<file path="config.mk">
export PLATFORM = sky130hd
export DESIGN_NAME = sprite_row_arbiter
export DESIGN_NICKNAME = d
export VERILOG_FILES = /design/src/rtl/sprite_pkg.sv /design/src/rtl/sprite_row_arbiter_rr_pick.sv /design/src/rtl/sprite_row_arbiter.sv
export SDC_FILE = /design/constraint.sdc
export NUM_CORES = 1
export LEC_CHECK = 0
export ABC_AREA = 1
export CAP_MARGIN = 10
export CORE_MARGIN = 2
export CORE_UTILIZATION = 34
export DETAILED_ROUTE_END_ITERATION = 8
export HOLD_SLACK_MARGIN = 0.02
export PLACE_DENSITY_LB_ADDON = 0.25
export SYNTH_ARGS = -nofsm -noshare
export SYNTH_HDL_FRONTEND = slang
export SYNTH_SLANG_ARGS = --single-unit
</file>
<file path="constraint.sdc">
create_clock -name Clk -period 1.25 [get_ports Clk]
set_input_delay 0.125 -clock Clk [delete_from_list [all_inputs] [get_ports Clk]]
set_output_delay 0.125 -clock Clk [all_outputs]
set_load 0.005 [all_outputs]
</file>
<file path="src/rtl/sprite_pkg.sv">
// Shared sprite geometry and row type for the sprite ROM path.
package sprite_pkg;
  localparam int unsigned SPRITE_W      = 100;
  localparam int unsigned SPRITE_H      = 100;
  localparam int unsigned SPRITE_ADDR_W = 10;
  localparam logic        TRANSPARENT   = 1'b1;

  typedef logic [SPRITE_W-1:0] sprite_row_t;
endpackage

</file>
<file path="src/rtl/sprite_row_arbiter_rr_pick.sv">
// Combinational round-robin one-hot selector; search starts just after last_id.
module rr_pick #(
  parameter int unsigned NUM_REQ = 2,
  parameter int unsigned ID_W    = 1
) (
  input  logic [NUM_REQ-1:0] req,
  input  logic [ID_W-1:0]    last_id,
  output logic [NUM_REQ-1:0] gnt,
  output logic [ID_W-1:0]    winner
);

  logic            found;
  logic [ID_W-1:0] idx;

  always_comb begin
    gnt    = '0;
    winner = '0;
    found  = 1'b0;
    idx    = '0;
    for (int unsigned k = 1; k <= NUM_REQ; k++) begin
      idx = ID_W'((32'(last_id) + k) % NUM_REQ);
      if (!found && req[idx]) begin
        found    = 1'b1;
        gnt[idx] = 1'b1;
        winner   = idx;
      end
    end
  end

endmodule

</file>
<file path="src/rtl/sprite_row_arbiter.sv">
// Round-robin arbiter sharing one combinational sprite-row ROM among NUM_REQ
// renderers, with a two-stage registered read pipeline returning tagged rows.
module sprite_row_arbiter
  import sprite_pkg::*;
#(
  parameter int unsigned NUM_REQ  = 2,
  parameter int unsigned ADDR_W   = SPRITE_ADDR_W,
  parameter int unsigned ROW_W    = SPRITE_W,
  parameter int unsigned NUM_ROWS = SPRITE_H,
  parameter int unsigned ID_W     = (NUM_REQ > 1) ? $clog2(NUM_REQ) : 1
) (
  input  logic                      Clk,
  input  logic                      Reset,
  input  logic                      hold,
  input  logic [NUM_REQ-1:0]        req,
  input  logic [NUM_REQ*ADDR_W-1:0] req_addr,
  output logic [NUM_REQ-1:0]        gnt,
  output logic [ADDR_W-1:0]         rom_addr,
  input  logic [ROW_W-1:0]          rom_data,
  output logic                      rd_valid,
  output logic [ID_W-1:0]           rd_id,
  output logic [ROW_W-1:0]          rd_data,
  output logic                      rd_err
);

  logic [NUM_REQ-1:0] pick_gnt;
  logic [ID_W-1:0]    winner;
  logic [ID_W-1:0]    last_id;
  logic               transfer;
  logic [ADDR_W-1:0]  win_addr;
  logic               win_oob;

  logic               a_valid;
  logic [ID_W-1:0]    a_id;
  logic               a_oob;
  logic [ADDR_W-1:0]  a_addr;

  rr_pick #(
    .NUM_REQ (NUM_REQ),
    .ID_W    (ID_W)
  ) u_pick (
    .req     (req),
    .last_id (last_id),
    .gnt     (pick_gnt),
    .winner  (winner)
  );

  // Grants are suppressed outright during reset or hold.
  assign gnt      = (Reset || hold) ? '0 : pick_gnt;
  assign transfer = |gnt;
  assign win_addr = req_addr[32'(winner)*ADDR_W +: ADDR_W];
  assign win_oob  = 32'(win_addr) >= NUM_ROWS;
  assign rom_addr = a_addr;

  // Stage A: capture the winning request; out-of-range rows park the ROM at 0.
  always_ff @(posedge Clk) begin
    if (Reset) begin
      last_id <= ID_W'(NUM_REQ - 1);
      a_valid <= 1'b0;
      a_id    <= '0;
      a_oob   <= 1'b0;
      a_addr  <= '0;
    end else begin
      a_valid <= transfer;
      if (transfer) begin
        last_id <= winner;
        a_id    <= winner;
        a_oob   <= win_oob;
        a_addr  <= win_oob ? '0 : win_addr;
      end
    end
  end

  // Stage B: register the ROM row, or an all-transparent row on error.
  always_ff @(posedge Clk) begin
    if (Reset) begin
      rd_valid <= 1'b0;
      rd_id    <= '0;
      rd_data  <= {ROW_W{TRANSPARENT}};
      rd_err   <= 1'b0;
    end else begin
      rd_valid <= a_valid;
      if (a_valid) begin
        rd_id   <= a_id;
        rd_err  <= a_oob;
        rd_data <= a_oob ? {ROW_W{TRANSPARENT}} : rom_data;
      end
    end
  end

endmodule

</file>
Word-level counts from Yosys, hierarchy flattened --
Cells that the tools add are included.
Operators by class: multiplexer cells 16, $lt $le $gt $ge 5, add/sub/neg operators 2, shift operators 1, bitwise gates (word level) 1, multiply operators 1, reduce and logical (&&, ||, !) cells 6
Operators with widths (count):
- 100-bit two-way mux | 1
- 20-bit by 6-bit indexed part select with 10-bit output | 1
- 10-bit by 7-bit greater-or-equal comparator with 1-bit output, second input constant | 1
- 10-bit two-way mux | 1
- 1-bit two-way mux | 9
- 2-bit two-way mux | 3
- 1-bit by 2-bit less-than comparator with 1-bit output, second input constant | 2
- 1-bit by 3-bit multiplier with 4-bit output, second input constant | 1
- 1-bit logical AND | 3
- 1-bit adder, second input constant | 2
- 1-bit demux with 1-bit select | 2
- 1-bit greater-or-equal comparator, second input constant | 2
- 2-bit bitwise OR | 1
- 2-bit OR reduction | 1
- 1-bit zero test | 1
- 1-bit logical OR | 1
Word-level totals: bits in registers 117, output and inout bits 115

Longest topological paths before layout --
depth after elaboration 11, gate-level depth with buffers 10

Hierarchy --
From an unflattened synthesis, not the netlist that was laid out.
Second synthesis, totals: cell total of the unflattened synthesis 554, area total of the unflattened synthesis 4192.8 um^2
By module, submodules not included:
- sprite_row_arbiter | area each 4167.7 um^2, times used 1, seq. area each 2342.2 um^2, cells each 548
- rr_pick | area each 25.0 um^2, times used 1, seq. area each 0.0 um^2, cells each 6

Worst setup path before layout --
Ideal clock, no wire load.
path type reg-to-reg, from register last_id, to register a_addr[0], in the netlist rom_addr[0], period minus slack after synthesis 1205 ps, data arrival time 1087 ps, stages on the path, launching flop included 9, library setup time 118 ps, data required time 1132 ps, buffers on the path 1, slack 45 ps, path through dfxtp_1 inv_1 nand2_2 nand3_2 nand2_2 buf_4 a31oi_1 o21ai_1 a21oi_1
On the way: cells in the longest elaborated chain, start to end 11, elaborated cells between the ends (all ways) 30
Ends and longest elaborated chain:
- start: declaration | RTL line sprite_row_arbiter.sv:28 | logic [ID_W-1:0] last_id;
- start signal: assignment | RTL line sprite_row_arbiter.sv:58 | last_id <= ID_W'(NUM_REQ - 1);
- start signal: assignment | RTL line sprite_row_arbiter.sv:66 | last_id <= winner;
- 1-bit adder | RTL line sprite_row_arbiter_rr_pick.sv:21 | idx = ID_W'((32'(last_id) + k) % NUM_REQ);
- 1-bit two-way mux (not written as such) (2 in series) | RTL line sprite_row_arbiter_rr_pick.sv:22 | if (!found && req[idx]) begin
- 1-bit two-way mux | RTL line sprite_row_arbiter_rr_pick.sv:22
- 1-bit zero test | RTL line sprite_row_arbiter_rr_pick.sv:22
- 1-bit logical AND | RTL line sprite_row_arbiter_rr_pick.sv:22
- 1-bit two-way mux | RTL line sprite_row_arbiter_rr_pick.sv:22
- 1-bit by 3-bit multiplier with 4-bit output | RTL line sprite_row_arbiter.sv:51 | assign win_addr = req_addr[32'(winner)*ADDR_W +: ADDR_W];
- 20-bit by 6-bit indexed part select with 10-bit output | RTL line sprite_row_arbiter.sv:51
- 10-bit by 7-bit greater-or-equal comparator with 1-bit output | RTL line sprite_row_arbiter.sv:52 | assign win_oob = 32'(win_addr) >= NUM_ROWS;
- 10-bit two-way mux | RTL line sprite_row_arbiter.sv:69 | a_addr <= win_oob ? '0 : win_addr;
- end signal: assignment | RTL line sprite_row_arbiter.sv:69
- end: declaration | RTL line sprite_row_arbiter.sv:36 | logic [ADDR_W-1:0] a_addr;
Several ways; a longest one is shown, not always the timed one. The select of a mux whose other input is x is not followed. A chain may end at the register's enable or synchronous reset.

Worst setup path after layout --
from register last_id, to register a_addr[3], in the netlist rom_addr[3]
The elaborated chain is that of the path after synthesis.

==> flow_summary.json <==
{
  "rsz0062_at_grt": "true",
  "gp_congestion": 0.792,
  "netlist_instances": 544,
  "async_flop_share_pct": 0,
  "cap_violations": 0,
  "finalPower_uw": 10500,
  "first_pass_iters": 4,
  "yosysSeqAreaShare_pct": 55.8,
  "setup_viol": 10,
  "insertion_delay_ns": 0.41,
  "hold_path.class": "in2reg",
  "wl_met3_microns": 1050,
  "fmax_ghz": 0.671,
  "hold_violations": 0,
  "clk_path_buf_depth": 2,
  "p_leak_uw": 0.00337,
  "routed_wl_microns": 13400,
  "whs_ns": 0.288,
  "cts-root-buf": "clkbuf_16",
  "violations": "negative setup slack",
  "drc": 0,
  "grt_usage_pct": 20.2,
  "overflow": 0,
  "grt_pass1_wl_microns": 21100,
  "synthDistinctLibCells": 23,
  "grt_max_degree": 60,
  "met2WireLength_microns": 6600,
  "hold_start": "rom_data[38]",
  "critPathKind": "reg2reg",
  "nets": 928,
  "cts_buffers": 17,
  "nFillCells": 1033,
  "die-area_sq_um": 13300,
  "num_io_pins": 240,
  "viasPerCell": 4.67,
  "dieWidth_microns": 115,
  "drive_gt1_share_pct": 12.9,
  "path_cells": "buf_6 > a21oi_4 > buf_6 > buf_8 > o21ai_2 > o21ai_1 > inv_1 > nand2_4 > nand2_4 > nand2_4 > nor2_2",
  "antenna_found_initial": 2,
  "cellPowerDensity_nw_per_um2": 1400,
  "ir_drop_mv": 0.797,
  "cp-start-kind": "flop",
  "seqCellArea_sq_um": 2350,
  "die_h_microns": 115,
  "routedWlPerCell_microns": 13.9,
  "path_buf_inv": 4,
  "tightest_slew_ns": 0.481,
  "arrival_ns": 1.79,
  "post_dp_cell_area_sq_um": 6880,
  "cts.sinks": 117,
  "syn_to_final_growth_pct": 78.6,
  "vias": 4496,
  "postLayoutCellArea_sq_um": 7500,
  "cp_max_fo": 7,
  "cpMostUsedCell": "nand2_4",
  "status": "complete, but fails checks",
  "critPathMaxStageDelay_ns": 0.32,
  "relSlewSlack_pct": 67.9,
  "syn_area_sq_um": 4200,
  "io_buffers": 239,
  "synthTopCellsByArea": "dfxtp_1, nand2_1, nand3_1",
  "setup_ws_ns": -0.241,
  "synth_seq_cells": 117,
  "grt_pass1_vias": 4438,
  "maxUsedRoutingLayer": "met5",
  "row_count": 40,
  "end_kind": "flop",
  "yosys.area.top_type": "dfxtp_1",
  "fin_crit_sh_pct": 119,
  "synth-edff-count": 0,
  "critPathTopFamily": "buffers and inverters",
  "dp_hpwl_microns": 9260,
  "slew_violations": 0,
  "antenna_left": 0,
  "synth_top_cell_area_share_pct": 55.8,
  "core_area_sq_um": 12000,
  "cts_max_level": 4,
  "multi_input_area_sq_um": 1740,
  "critPathLaunch": "last_id",
  "synth_ff_type": "dfxtp_1",
  "skew_ns": 0.00463,
  "cts_tree": "yes",
  "synth.most_common_cell": "nand2_1",
  "min_period_ns": 1.49,
  "wl_met1_microns": 5410,
  "r2r-start": "last_id",
  "synth_nets": 669,
  "cts.clk_slew.worst_paths_ns": 0.05,
  "drt_iter0_drc": 244,
  "required_ns": 1.55,
  "start_util_pct": 35.0,
  "cpMaxStageDelayCell": "dfxtp_2",
  "yosys_warnings": 0,
  "synth_common_cells": "nand2_1, dfxtp_1, nand3_1",
  "syn_area_per_cell_sq_um": 7.72
}
==> tightest hold or removal path, stage by stage <==
cell,delay (ns)
clkdlybuf4s50_1,0.39
nand2_1,0.06
nand3_1,0.06
==> where the power goes <==
group / total (uW) / leakage [uW] / internal [uW] / switching [uW]
clock: 4720 / 0.000279 / 3090 / 1630
sequential: 4130 / 0.000964 / 4010 / 130
combinational: 1620 / 0.00213 / 914 / 709
total: 10500 / 0.00337 / 8010 / 2470
==> per-stage QoR <==
step | setup slack [ns] | TNS, ns | cells | util, %
after floorplan | 0.0455 | 0 | 544 | -
after global placement | -0.410 | -19.56 | 920 | 57.3
after detailed placement | -0.468 | -24.05 | 920 | 57.3
after CTS | -0.264 | -2.02 | 962 | 62.0
after global routing | -0.293 | -2.46 | 962 | 62.4
final | -0.241 | -1.93 | 963 | 62.4
==> flip-flops by register name (all words and copies together) (netlist names) <==
signal and count:
a_valid 1, last_id 1, a_id 1, rd_valid 1
rd_data 100, a_oob 1, rd_err 1, rd_id 1
rom_addr 10
==> layout make-up <==
cell class / instances / share of cell area, %
multi-input cells: 376 / 23.2
clock buffers: 20 / 5.82
repair buffers: 276 / 34.6
well taps: 147 / 2.45
diodes: 1 / 0.0334
inverters: 15 / 0.817
clock inverters: 11 / 1.80
flip-flops and latches: 117 / 31.3
==> worst paths after layout <==
path,to,slack (ns),cells after the start
worst max-delay path,rom_addr[3],-0.24,11
worst min-delay path,rd_data[38],0.29,3
worst min register to register,rom_addr[8],0.46,2
worst max register to register,rom_addr[3],-0.24,11
==> logic make-up after synthesis <==
family | synth area share, %
AND/OR/NAND/NOR | 36.5
AO/OA/AOI/OAI | 2.74
flip-flops | 55.8
buffers and inverters | 5.00
==> layout by cell type, fill, tap and decap left out, types with 7 or more instances in the layout <==
master / instances
nand3_1: 106
clkdlybuf4s50_1: 124
dlygate4sd2_1: 113
nand2_2: 9
nand2_1: 215
o21ai_1: 8
inv_1: 10
nor2_2: 7
buf_4: 29
dfxtp_1: 114
clkbuf_16: 17
==> routing by layer <==
layer	vias up	track usage, %
met1	2034	22.9
met4	2	10.4
met3	37	7.54
li1	2254	-
met5	-	0
met2	169	33.5
==> what timing repair did <==
| action | CTS | global route |
|---|---|---|
| pin swaps | 9 | 7 |
| setup buffers | 11 | 0 |
| endpoints found under the setup margin | 124 | 13 |
| resized for setup | 142 | 15 |
| endpoints found under the hold margin | 0 | 0 |
| hold buffers | 0 | 0 |
Power figures use the tool's default switching activity.
